### src/rtl/mdu_pkg.sv
// Shared types and constants for the RV32M multiply/divide sequencer.
// Holds the state enum, the Funct3 encodings and the operand-signedness decode.
package mdu_pkg;

    localparam int unsigned XLEN       = 32;
    localparam int unsigned ITER_COUNT = 32;
    localparam int unsigned CNT_W      = $clog2(ITER_COUNT);

    localparam logic [CNT_W-1:0] CNT_LAST = CNT_W'(ITER_COUNT - 1);

    typedef enum logic [1:0] {
        IDLE = 2'd0,
        CALC = 2'd1,
        SIGN = 2'd2,
        DONE = 2'd3
    } mdu_state_e;

    localparam logic [2:0] F3_MUL    = 3'b000;
    localparam logic [2:0] F3_MULH   = 3'b001;
    localparam logic [2:0] F3_MULHSU = 3'b010;
    localparam logic [2:0] F3_MULHU  = 3'b011;
    localparam logic [2:0] F3_DIV    = 3'b100;
    localparam logic [2:0] F3_DIVU   = 3'b101;
    localparam logic [2:0] F3_REM    = 3'b110;
    localparam logic [2:0] F3_REMU   = 3'b111;

    // MUL only keeps the low word, which is sign-agnostic, so it runs unsigned.
    function automatic logic op_signed_a(input logic [2:0] f3);
        return (f3 == F3_MULH) || (f3 == F3_MULHSU) || (f3 == F3_DIV) || (f3 == F3_REM);
    endfunction

    function automatic logic op_signed_b(input logic [2:0] f3);
        return (f3 == F3_MULH) || (f3 == F3_DIV) || (f3 == F3_REM);
    endfunction

endpackage

### src/rtl/mdu_iter_step.sv
// One shift-add (multiply) or restoring shift-subtract (divide) iteration.
// Multiply: {hi[31:0], lo} is the 64-bit product/multiplier; divide: hi is the remainder, lo the quotient.
module mdu_iter_step
    import mdu_pkg::*;
(
    input  logic            i_is_div,
    input  logic [XLEN:0]   i_hi,
    input  logic [XLEN-1:0] i_lo,
    input  logic [XLEN-1:0] i_opb,
    output logic [XLEN:0]   o_hi,
    output logic [XLEN-1:0] o_lo
);

    logic [XLEN:0]   w_sum;
    logic [XLEN:0]   w_shift;
    logic [XLEN+1:0] w_diff;

    always_comb begin
        // hi[XLEN] is always zero in multiply mode, so the 33-bit sum cannot overflow.
        w_sum   = i_hi + (i_lo[0] ? {1'b0, i_opb} : '0);
        w_shift = {i_hi[XLEN-1:0], i_lo[XLEN-1]};
        w_diff  = {1'b0, w_shift} - {2'b00, i_opb};
        o_hi    = {1'b0, w_sum[XLEN:1]};
        o_lo    = {w_sum[0], i_lo[XLEN-1:1]};
        if (i_is_div) begin
            if (w_diff[XLEN+1]) begin
                o_hi = w_shift;
                o_lo = {i_lo[XLEN-2:0], 1'b0};
            end else begin
                o_hi = w_diff[XLEN:0];
                o_lo = {i_lo[XLEN-2:0], 1'b1};
            end
        end
    end

endmodule

### src/rtl/mdu_sequencer.sv
// Multi-cycle RV32M multiply/divide unit: IDLE -> CALC (32 iterations) -> SIGN -> DONE,
// with a single-cycle fast path for divide-by-zero and signed overflow.
module mdu_sequencer
    import mdu_pkg::*;
(
    input  logic            clk,
    input  logic            reset,
    input  logic            start,
    input  logic [2:0]      Funct3,
    input  logic            flush,
    input  logic [XLEN-1:0] rs1,
    input  logic [XLEN-1:0] rs2,
    output logic            busy,
    output logic            done,
    output logic [XLEN-1:0] result
);

    mdu_state_e r_state;
    mdu_state_e w_next_state;

    logic [CNT_W-1:0] r_cnt;
    logic [2:0]       r_f3;
    logic             r_sign_a;
    logic             r_sign_b;
    logic [XLEN:0]    r_hi;
    logic [XLEN-1:0]  r_lo;
    logic [XLEN-1:0]  r_opb;
    logic [XLEN-1:0]  r_final;
    logic [XLEN-1:0]  r_result;

    logic             w_accept;
    logic             w_sa;
    logic             w_sb;
    logic [XLEN-1:0]  w_abs_a;
    logic [XLEN-1:0]  w_abs_b;
    logic             w_div_zero;
    logic             w_div_ovf;
    logic [XLEN-1:0]  w_fast_val;
    logic [XLEN:0]    w_step_hi;
    logic [XLEN-1:0]  w_step_lo;
    logic [2*XLEN-1:0] w_prod;
    logic [2*XLEN-1:0] w_prod_fix;
    logic [XLEN-1:0]  w_quo_fix;
    logic [XLEN-1:0]  w_rem_fix;
    logic [XLEN-1:0]  w_sel;

    mdu_iter_step u_step (
        .i_is_div (r_f3[2]),
        .i_hi     (r_hi),
        .i_lo     (r_lo),
        .i_opb    (r_opb),
        .o_hi     (w_step_hi),
        .o_lo     (w_step_lo)
    );

    // Operand capture and the divide special cases, evaluated while idle.
    always_comb begin
        w_accept   = (r_state == IDLE) && start && !flush;
        w_sa       = op_signed_a(Funct3) && rs1[XLEN-1];
        w_sb       = op_signed_b(Funct3) && rs2[XLEN-1];
        w_abs_a    = w_sa ? (~rs1 + 1'b1) : rs1;
        w_abs_b    = w_sb ? (~rs2 + 1'b1) : rs2;
        w_div_zero = Funct3[2] && (rs2 == '0);
        w_div_ovf  = Funct3[2] && !Funct3[0] && (rs1 == 32'h8000_0000) && (rs2 == 32'hFFFF_FFFF);
        w_fast_val = Funct3[1] ? '0 : 32'h8000_0000;
        if (w_div_zero) begin
            w_fast_val = Funct3[1] ? rs1 : 32'hFFFF_FFFF;
        end
    end

    always_comb begin
        w_prod     = {r_hi[XLEN-1:0], r_lo};
        w_prod_fix = (r_sign_a ^ r_sign_b) ? (~w_prod + 1'b1) : w_prod;
        w_quo_fix  = (r_sign_a ^ r_sign_b) ? (~r_lo + 1'b1) : r_lo;
        w_rem_fix  = r_sign_a ? (~r_hi[XLEN-1:0] + 1'b1) : r_hi[XLEN-1:0];
        w_sel      = w_prod_fix[XLEN-1:0];
        unique case (r_f3)
            F3_MUL:                        w_sel = w_prod_fix[XLEN-1:0];
            F3_MULH, F3_MULHSU, F3_MULHU:  w_sel = w_prod_fix[2*XLEN-1:XLEN];
            F3_DIV, F3_DIVU:               w_sel = w_quo_fix;
            F3_REM, F3_REMU:               w_sel = w_rem_fix;
        endcase
    end

    always_comb begin
        w_next_state = r_state;
        unique case (r_state)
            IDLE: begin
                if (w_accept) begin
                    w_next_state = (w_div_zero || w_div_ovf) ? DONE : CALC;
                end
            end
            CALC: begin
                if (r_cnt == CNT_LAST) begin
                    w_next_state = SIGN;
                end
            end
            SIGN:    w_next_state = DONE;
            DONE:    w_next_state = IDLE;
        endcase
        if (flush && (r_state != IDLE)) begin
            w_next_state = IDLE;
        end
    end

    always_ff @(posedge clk or posedge reset) begin
        if (reset) begin
            r_state <= IDLE;
        end else begin
            r_state <= w_next_state;
        end
    end

    always_ff @(posedge clk or posedge reset) begin
        if (reset) begin
            r_cnt    <= '0;
            r_f3     <= '0;
            r_sign_a <= 1'b0;
            r_sign_b <= 1'b0;
            r_hi     <= '0;
            r_lo     <= '0;
            r_opb    <= '0;
            r_final  <= '0;
            r_result <= '0;
        end else begin
            unique case (r_state)
                IDLE: begin
                    if (w_accept) begin
                        r_f3     <= Funct3;
                        r_sign_a <= w_sa;
                        r_sign_b <= w_sb;
                        r_hi     <= '0;
                        r_cnt    <= '0;
                        r_lo     <= Funct3[2] ? w_abs_a : w_abs_b;
                        r_opb    <= Funct3[2] ? w_abs_b : w_abs_a;
                        r_final  <= w_fast_val;
                    end
                end
                CALC: begin
                    r_hi  <= w_step_hi;
                    r_lo  <= w_step_lo;
                    r_cnt <= r_cnt + 1'b1;
                end
                SIGN:    r_final <= w_sel;
                // Commit only a completed, unflushed result so flush never disturbs it.
                DONE: begin
                    if (!flush) begin
                        r_result <= r_final;
                    end
                end
            endcase
        end
    end

    always_comb begin
        busy   = (r_state != IDLE);
        done   = (r_state == DONE) && !flush;
        result = done ? r_final : r_result;
    end

endmodule

### config.mk
export PLATFORM = sky130hd
export DESIGN_NAME = mdu_sequencer
export DESIGN_NICKNAME = d
export VERILOG_FILES = /design/src/rtl/mdu_pkg.sv /design/src/rtl/mdu_iter_step.sv /design/src/rtl/mdu_sequencer.sv
export SDC_FILE = /design/constraint.sdc
export NUM_CORES = 1
export LEC_CHECK = 0
export ABC_AREA = 0
export CELL_PAD_IN_SITES_DETAIL_PLACEMENT = 0
export CELL_PAD_IN_SITES_GLOBAL_PLACEMENT = 1
export CORE_UTILIZATION = 25
export DETAILED_ROUTE_END_ITERATION = 12
export PLACE_DENSITY = 0.58
export SLEW_MARGIN = 0
export SYNTH_ARGS = -nofsm -noshare
export SYNTH_HDL_FRONTEND = slang
export SYNTH_SLANG_ARGS = --single-unit
export TNS_END_PERCENT = 1
### constraint.sdc
create_clock -name clk -period 12.95 [get_ports clk]
set_clock_uncertainty 0.15 [all_clocks]
set_input_delay 1.295 -clock clk [delete_from_list [all_inputs] [get_ports clk]]
set_output_delay 1.295 -clock clk [all_outputs]
set_load 0.02 [all_outputs]
==> flow_metrics.tcl, run 1 <==
set metrics [dict create \
    overflow 0 \
    setup.worst_path.start_class "input pin" \
    yosysSeqAreaShare_pct 26.9 \
    synth_top_family_by_area "compound AO/OA/AOI/OAI gates" \
    tightest_slew_ns 1.09 \
    min_to "r_opb[4]" \
    cts_root_buf "clkbuf_16" \
    synthCells 2098 \
    first_global_vias 15400 \
    rows 92 \
    regToRegSetupSlack_ns 8.00 \
    final_core_util_pct 29.2 \
    yosys.area_share.simple_pct 19.8 \
    synth-edff-count 0 \
    first_iter_violations 1667 \
    cp_common_cell "clkdlybuf4s50_1" \
    rsz0062_at_grt "false" \
    clock_path_buffers 2 \
    clkSinkCount 173 \
    rr_worst_depth 13 \
    slowest_delay_ns 0.80 \
    die_area_um2 65300 \
    leakage_nw 7.35 \
    die_h_um 256 \
    via_per_inst 5.51 \
    hold_path_startpoint "r_opb[4]" \
    place_ws_ns 7.73 \
    place_hpwl_um 54900 \
    hold_viol 0 \
    outcome "complete, no violations" \
    fin_area_um2 18500 \
    hold_depth 2 \
    wire_per_inst_um 23.9 \
    max_freq_ghz 0.194 \
    initial_core_util_pct 25.4 \
    critPathSlowestCell "nor2b_4" \
    drc 0 \
    grt_use_met2_pct 32.5 \
    first_pass_iters 5 \
    clock_latency_ns 0.48 \
    hold_buffers 0 \
    fin_nets 2256 \
    synth_xor_area_share_pct 9.31 \
    io_buffers 104 \
    core_area_um2 63300 \
    place_inst 2935 \
    setup_tns_ns 0 \
    crit_family "buffers and inverters" \
    instances_no_fill 2968 \
    cap_violations 0 \
    yosys_warnings 0 \
    cts_resized 0 \
    synth_top_flop_cell "dfrtp_1" \
    grtUsageTotal_pct 21.2 \
    antenna_found_initial 1 \
    synthDistinctLibCells 84 \
    syn_area_um2 16100 \
    pin_count 105 \
    post_cts_buffers 0 \
    async_reset_ff_share_pct 100 \
    required_ns 11.51 \
    p_per_area_nw_per_um2 286 \
    crit_path_max_fanout 33 \
    grt_first_pass_wirelength_um 104000 \
    synth_compound_area_share_pct 26.9 \
    critPathBufInv 2 \
    min_period_over_period_pct 39.7 \
    syn_area_per_cell_um2 7.67 \
    drive_gt1_share_pct 6.65 \
    cts_buffers 17 \
    placed_cell_area_um2 17900 \
    top_usage_layer "met2" \
    vdd_drop_max_mv 0.124 \
    worstPathArrival_ns 3.70 \
    vias 16300 \
    routabilityCongestion 0.909 \
    syn_nets 2246 \
    rr_endpoint "r_hi[31]" \
    fin_ws_ns 7.81 \
    cts_tree "done" \
    area_growth_pct 15.1 \
    worstSetupPathType "input pin to output port" \
    r2r_start "r_lo[0]" \
    yosys-mux-area-fraction_pct 5.81 \
    grt_max_degree 90 \
    fillers 6875 \
    synthAdderAreaFrac_pct 6.08 \
    cts.clk_slew.worst_paths_ns 0.07 \
    hp-class "flop to flop" \
    end_kind "output port" \
    fin_hold_ws_ns 0.339 \
    die_x_um 256 \
    h-tree-depth 4 \
    met3_usage_pct 3.22 \
    grt.met1_usage_pct 30.8 \
    min_period_ns 5.14 \
    ys_seq_elements 173 \
    final-setup-viol-count 0 \
    p_total_mw 5.30 \
    drt-total-wl_um 70900 \
    ant_nets 0 \
    maxSlewHeadroom_pct 26.9 \
    maxSlewViolCount 0 \
    crit_path_cell_trace "clkdlybuf4s50_1 > nor2b_4 > mux2_2 > clkdlybuf4s50_1" \
]
placed cells by master (no fill, tap or decap), types with 40 or more instances in the layout:
master	instances
a21oi_1	207
clkdlybuf4s50_1	103
dfrtp_1	172
ha_1	75
inv_1	77
mux2_2	51
nand2_1	180
nand3_1	40
nor2_1	248
nor3_1	43
o21ai_0	182
xnor2_1	97
xor2_1	72
layout make-up:
type | count | area (µm²) | area share [%]
diodes | 1 | 2.50 | 0.0135
clock buffers | 20 | 457 | 2.47
clock inverters | 12 | 138 | 0.743
inverters | 80 | 305 | 1.65
multi-input cells | 1707 | 11000 | 59.4
flip-flops and latches | 173 | 4330 | 23.4
well taps | 846 | 1060 | 5.72
repair buffers | 129 | 1220 | 6.61
flip-flops by register name (all words and copies together), names as in the netlist:
name and flops:
r_hi 33, r_final 32, r_lo 32, r_opb 32
r_result 32, r_cnt 5, r_f3 3, r_state 2
r_sign_a 1, r_sign_b 1
report_power, final:
part | internal (mW) | total, mW | leakage, nW | switching, mW
Sequential | 0.787 | 1.20 | 2.13 | 0.411
Clock | 0.296 | 0.556 | 0.280 | 0.260
Combinational | 1.36 | 3.55 | 4.94 | 2.19
Total | 2.44 | 5.30 | 7.35 | 2.86
worst max path at each step:
stage | startpoint | cells after the start | endpoint | slack, ns
after CTS | flush | 4 | result[6] | 7.79
after global placement | rs2[0] | 12 | r_final[9] | 7.81
after floorplan | reset | 1 | r_cnt[0] | 6.82
after detailed placement | rs2[0] | 12 | r_final[30] | 7.73
after global routing | flush | 4 | result[31] | 7.65
final | flush | 4 | result[14] | 7.81
cells by family (layout without fill, tap and decap cells):
group | Yosys count | after routing
and+or+nand+nor | 680 | 680
xor gates and xnor gates | 171 | 171
AOI/OAI and AO/OA | 692 | 692
DFF | 173 | 173
buffers and inverters | 218 | 241
other | 0 | 1
adders and majority gates | 77 | 77
muxes | 87 | 87
routing by layer:
metal	vias up	share of wire, %
li1	7629	-
met1	8106	47
met2	547	45
met3	62	6.2
met4	0	2.0
met5	-	0
worst reg2reg max path, delay by kind of cell, from the launching register on:
family	cells	cell delay, ns
AO/OA/AOI/OAI	6	1.89
adder cells (fa/ha/maj)	1	0.33
AND/OR/NAND/NOR	3	0.56
flip-flops	1	0.57
multiplexers	1	0.28
buffers and inverters	2	1.05
synthesized netlist by cell type, types with 14 or more instances:
library cell	instances	share of area (%)
ha_1	75	5.8
mux2i_1	36	2.2
a21o_1	28	1.3
nor2b_1	16	0.62
nand2_1	180	4.2
nor2_1	249	5.8
a31oi_1	33	1.3
mux2_2	51	3.6
nand4_1	23	0.89
inv_1	78	1.8
nand3_1	40	1.2
nor3_1	43	1.3
a21oi_1	208	6.5
dfrtp_1	173	27
xor2_1	73	4.0
clkbuf_1	123	2.9
o21ai_0	183	5.7
xnor2_1	98	5.3
o31ai_1	24	1.1
nand2b_1	16	0.62
nor4_1	21	0.82
o21a_1	14	0.65
a211oi_1	25	1.2
or3_1	22	0.86
o211ai_1	36	1.7
No activity file was read; power rests on OpenSTA's default activity.
==> inputs of run 2 (changes only) <==
Clock period 12.95 ns to 5 ns, I/O delays scaled along.
==> run 2 against run 1 <==
Count of clock-buffer cells in the layout decreased by 2. Wire length increased by 1.5%. Non-clock buffer count increased by 41. Die area unchanged. Via count increased by 0.63%. Register-to-register slack got worse by 7.4 ns. Clock power increased to 2.5 times the previous value. Global-route usage increased by 0.73 points. Core utilization increased by 0.50 points.
==> flow_metrics.tcl, run 2 (synthesis results as in run 1) <==
set metrics [dict create \
    p_per_area_nw_per_um2 735 \
    hold_viol 0 \
    setup.worst_path.start_class "flop" \
    fin_nets 2297 \
    crit_path_max_fanout 22 \
    antenna_found_initial 4 \
    worstSetupPathType "flop to flop" \
    cts_resized 0 \
    final-setup-viol-count 0 \
    post_cts_buffers 0 \
    h-tree-depth 4 \
    swShare_pct 53.7 \
    clock_path_buffers 2 \
    ant_nets 0 \
    die_h_um 256 \
    placed_cell_area_um2 18300 \
    required_ns 5.20 \
    setup_tns_ns 0 \
    seq_area_um2 4330 \
    first_global_vias 15700 \
    final_core_util_pct 29.7 \
    cts_buffers 17 \
    die_area_um2 65300 \
    outcome "complete, no violations" \
    cap_violations 0 \
    wire_per_inst_um 23.9 \
    max_freq_ghz 0.229 \
    min_period_over_period_pct 87.3 \
    area_growth_pct 17.1 \
    pwr-share-clk_pct 10.2 \
    drt-total-wl_um 72000 \
    vdd_drop_max_mv 0.363 \
    fin_area_um2 18800 \
    fillers 6882 \
    leakage_nw 7.57 \
    largest_reg_flops 33 \
    hold_buffers 0 \
    vias 16400 \
    rsz0062_at_grt "false" \
    overflow 0 \
    clkSinkCount 173 \
    final_cell_mix "nor2_1 (247), a21oi_1 (207), o21ai_0 (182)" \
    hp-class "input pin to async pin" \
    grt_first_pass_wirelength_um 108000 \
    regMostFlops "r_hi" \
    io_buffers 104 \
    instances_no_fill 3008 \
    end_kind "flop" \
    cts.clk_slew.worst_paths_ns 0.07 \
    maxSlewHeadroom_pct 19.5 \
    place_inst 2976 \
    routabilityCongestion 0.945 \
    core_area_um2 63300 \
    p_total_mw 13.8 \
    maxSlewViolCount 0 \
    pwr-share-seq_pct 20.7 \
    fin_hold_ws_ns 0.116 \
    drc 0 \
    antenna_cells 0 \
    tightest_slew_ns 1.20 \
    p_int_mw 6.40 \
    pin_count 105 \
    first_iter_violations 1580 \
    p_switching_mw 7.44 \
    cts_tree "done" \
    initial_core_util_pct 25.4 \
    rows 92 \
    grtUsageTotal_pct 21.9 \
    clock_latency_ns 0.51 \
    min_period_ns 4.36 \
    place_hpwl_um 56300 \
    worstPathArrival_ns 4.57 \
    multi_input_comb_area_um2 11000 \
    grt_max_degree 93 \
    first_pass_iters 6 \
    cts_root_buf "clkbuf_16" \
    rr_worst_depth 12 \
    p_comb_share_pct 69.2 \
    die_x_um 256 \
    via_per_inst 5.47 \
    fin_ws_ns 0.637 \
    drive_gt1_share_pct 8.51 \
    place_ws_ns 0.601 \
    final_common_cell "nor2_1" \
]
-- run 2: changes by cell type in the layout (fill, tap and decap cells not counted), sizes merged --
cell      delta
bufinv       -1
clkbuf       -2
clkinv       -2
inv          +4
clkinvlp     +1
buf         +41
diode        -1
-- run 2: metal layers --
layer	vias up	share of wire [%]	GRT usage, %
li1	7724	-	-
met1	8131	47	31.0
met5	-	0.018	0
met4	2	3.4	8.72
met2	512	44	33.6
met3	78	5.0	2.89
-- run 2: final timing paths --
kind	start	end	slack, ns
max in group asynchronous	reset	r_result[6]	3.74
setup / recovery	r_lo[0]	r_hi[31]	0.64
hold reg to reg	r_opb[9]	r_opb[9]	0.33
min in group clk	r_opb[9]	r_opb[9]	0.33
setup reg to reg	r_lo[0]	r_hi[31]	0.64
hold / removal	reset	r_result[23]	0.12
-- run 2: cell type report --
| type | instances | area share, % |
|---|---|---|
| tap | 846 | 5.62 |
| clock inverter | 14 | 0.711 |
| sequential | 173 | 23.0 |
| multi-input combinational | 1707 | 58.4 |
| timing repair buffer | 170 | 8.33 |
| clock buffer | 18 | 2.33 |
| inverter | 80 | 1.61 |
-- run 2: power groups by stage --
stage               combinational, mW  sequential, mW  clock (mW)
floorplan                        6.59            2.42           0
global placement                 9.46            2.85           0
detailed placement               9.46            2.86           0
CTS                              9.51            2.84        1.44
global route                     10.5            2.93        1.49
finish                           9.58            2.86        1.41
-- run 2: critical path, cell delays in order, from the launching register on --
cell and delay (ns):
dfrtp_1 0.48, inv_1 0.63, nor2_1 0.13, ha_1 0.36, nor2b_1 0.18, o31a_1 0.30, o21ai_0 0.29, a21oi_1 0.19
o211ai_1 0.48, nand4_1 0.28, a311oi_1 0.42, mux2i_1 0.23, o21ai_0 0.09
==> inputs of run 3 (changes only) <==
Settings changed: ABC_AREA 0 to 1, PLACE_DENSITY 0.58 to 0.61.
==> run 3 against run 2 <==
Combinational power is 26% higher. Synthesized cell count up 59%. Worst setup slack better by 0.65 ns. Fmax rose by 17%. Global-route usage is 2.4 points higher. Largest power group unchanged.
==> flow_metrics.tcl, run 3 <==
set metrics [dict create \
    place_hpwl_um 76800 \
    instances_no_fill 4372 \
    r2r_start "r_hi[27]" \
    first_global_vias 20800 \
    antenna_found_initial 3 \
    swShare_pct 62.2 \
    placed_cell_area_um2 21200 \
    overflow 0 \
    pwr-share-clk_pct 8.3 \
    vias 22200 \
    end_kind "output port" \
    antenna_cells 0 \
    p_int_mw 6.35 \
    die_h_um 279 \
    syn_area_um2 19100 \
    clock_path_buffers 2 \
    clkSinkCount 173 \
    wl_met1_um 44300 \
    final_common_cell "nand2_1" \
    fin_nets 3529 \
    p_switching_mw 10.4 \
    post-synth-top-area-fraction_pct 22.6 \
    cap_violations 0 \
    worstSetupPathType "input pin to output port" \
    fin_area_um2 21700 \
    tightest_slew_ns 1.01 \
    initial_core_util_pct 25.2 \
    leakage_nw 10.7 \
    synthTopCellsByCount "nand2_1 (999), inv_1 (444), nor2_1 (410)" \
    synth.top_cells.by_area "dfrtp_1 (23%), nand2_1 (20%), nand3_1 (10%)" \
    met2_length_um 41600 \
    cts_root_buf "clkbuf_16" \
    async_reset_ff_share_pct 100 \
    p_comb_share_pct 72.1 \
    h-tree-depth 4 \
    rr_worst_depth 11 \
    synthCells 3342 \
    clock_latency_ns 0.50 \
    ys_seq_elements 173 \
    regMostFlops "r_hi" \
    first_iter_violations 2145 \
    core_area_um2 75800 \
    crit_path_max_fanout 33 \
    regToRegSetupSlack_ns 1.47 \
    grt_max_degree 112 \
    final-setup-viol-count 0 \
    cts_buffers 17 \
    grtUsageTotal_pct 24.3 \
    place_ws_ns 1.26 \
    via_per_inst 5.09 \
    rsz0062_at_grt "false" \
    pin_count 105 \
    wire_per_inst_um 21.8 \
    fin_ws_ns 1.28 \
    rr_endpoint "r_hi[5]" \
    setup.worst_path.start_class "input pin" \
    fillers 8831 \
    outcome "complete, no violations" \
    grt_first_pass_wirelength_um 139000 \
    maxSlewHeadroom_pct 32.3 \
    die_area_um2 77600 \
    cts.clk_slew.worst_paths_ns 0.07 \
    rows 101 \
    place_inst 4340 \
    post_cts_buffers 0 \
    die_x_um 279 \
    first_pass_iters 7 \
    wl_met3_um 5400 \
    drc 0 \
    hold_buffers 0 \
    worstPathArrival_ns 3.07 \
    min_period_over_period_pct 74.3 \
    required_ns 4.35 \
    max_freq_ghz 0.269 \
    area_growth_pct 13.7 \
    synthDistinctLibCells 59 \
    yosysSeqAreaShare_pct 22.6 \
    vdd_drop_max_mv 0.411 \
    highest_layer "met5" \
    final_cell_mix "nand2_1 (999), inv_1 (443), nor2_1 (409)" \
    largest_reg_flops 33 \
    setup_tns_ns 0 \
    synth_area_leader_cell "dfrtp_1" \
    pwr-share-seq_pct 19.6 \
    hp-class "input pin to async pin" \
    p_per_area_nw_per_um2 772 \
    syn_area_per_cell_um2 5.72 \
    drive_gt1_share_pct 3.89 \
    synth-edff-count 0 \
    maxSlewViolCount 0 \
    routabilityCongestion 0.958 \
    syn_nets 3490 \
    yosys_warnings 0 \
    cts_resized 0 \
    ant_nets 0 \
    synth_most_common_cell "nand2_1" \
    io_buffers 104 \
    final_core_util_pct 28.7 \
    hold_viol 0 \
    drt-total-wl_um 95100 \
    synth_top_flop_cell "dfrtp_1" \
    cts_tree "done" \
    min_period_ns 3.72 \
]
-- run 3: layer usage --
layer / vias to the layer above / track usage [%]
met3: 145 / 2.98
met1: 10400 / 33.9
met4: 2 / 9.45
met5: - / 0
li1: 10900 / -
met2: 740 / 37.8
-- run 3: power groups by stage --
stage	registers (mW)	clock network (mW)	logic, mW
floorplan	2.55	0	8.08
global placement	3.28	0	11.9
detailed placement	3.27	0	11.9
CTS	3.25	1.43	11.9
global route	3.32	1.47	13.4
finish	3.29	1.39	12.1
-- run 3: worst max-delay path by stage --
stage / from / endpoint / slack [ns]
3_5_place_dp: flush / result[13] / 1.26
3_3_place_gp: flush / result[27] / 1.23
2_1_floorplan: reset / r_cnt[0] / 2.14
5_1_grt: r_state[1] / result[2] / 1.02
4_1_cts: flush / result[13] / 1.26
6_report: flush / result[15] / 1.28
-- run 3: metrics by stage --
step                total power [mW]  hold WS, ns
finish                          16.8        0.305
global route                    18.2        0.358
CTS                             16.6        0.321
detailed placement              15.1        0.315
global placement                15.2        0.316
floorplan                       10.6        0.299
-- run 3: cells by family (layout without fill, tap and decap cells) --
kind of cell / after synthesis / count (layout) / share of synthesized area (%)
AO/OA/AOI/OAI: 516 / 516 / 15.0
XOR/XNOR: 49 / 49 / 2.28
adder cells (fa/ha/maj): 77 / 77 / 5.12
buffers and inverters: 569 / 621 / 11.6
flip-flops: 173 / 173 / 22.6
AND/OR/NAND/NOR: 1958 / 1958 / 43.3
-- run 3: worst max-delay path, stage by stage --
cell and delay, ns:
clkdlybuf4s50_1 0.44, inv_1 0.11, nand2_1 0.06, buf_4 0.24
inv_1 0.79, nand2_1 0.14, nand2_1 0.14, clkdlybuf4s50_1 0.61
-- run 3: area by class of cell --
type | count | area (µm²) | area share, %
multi-input combinational | 2600 | 12600 | 58.0
sequential | 173 | 4330 | 19.9
inverter | 457 | 1720 | 7.91
timing repair buffer | 132 | 1270 | 5.85
tap | 978 | 1220 | 5.63
clock buffer | 17 | 425 | 1.96
clock inverter | 15 | 168 | 0.771
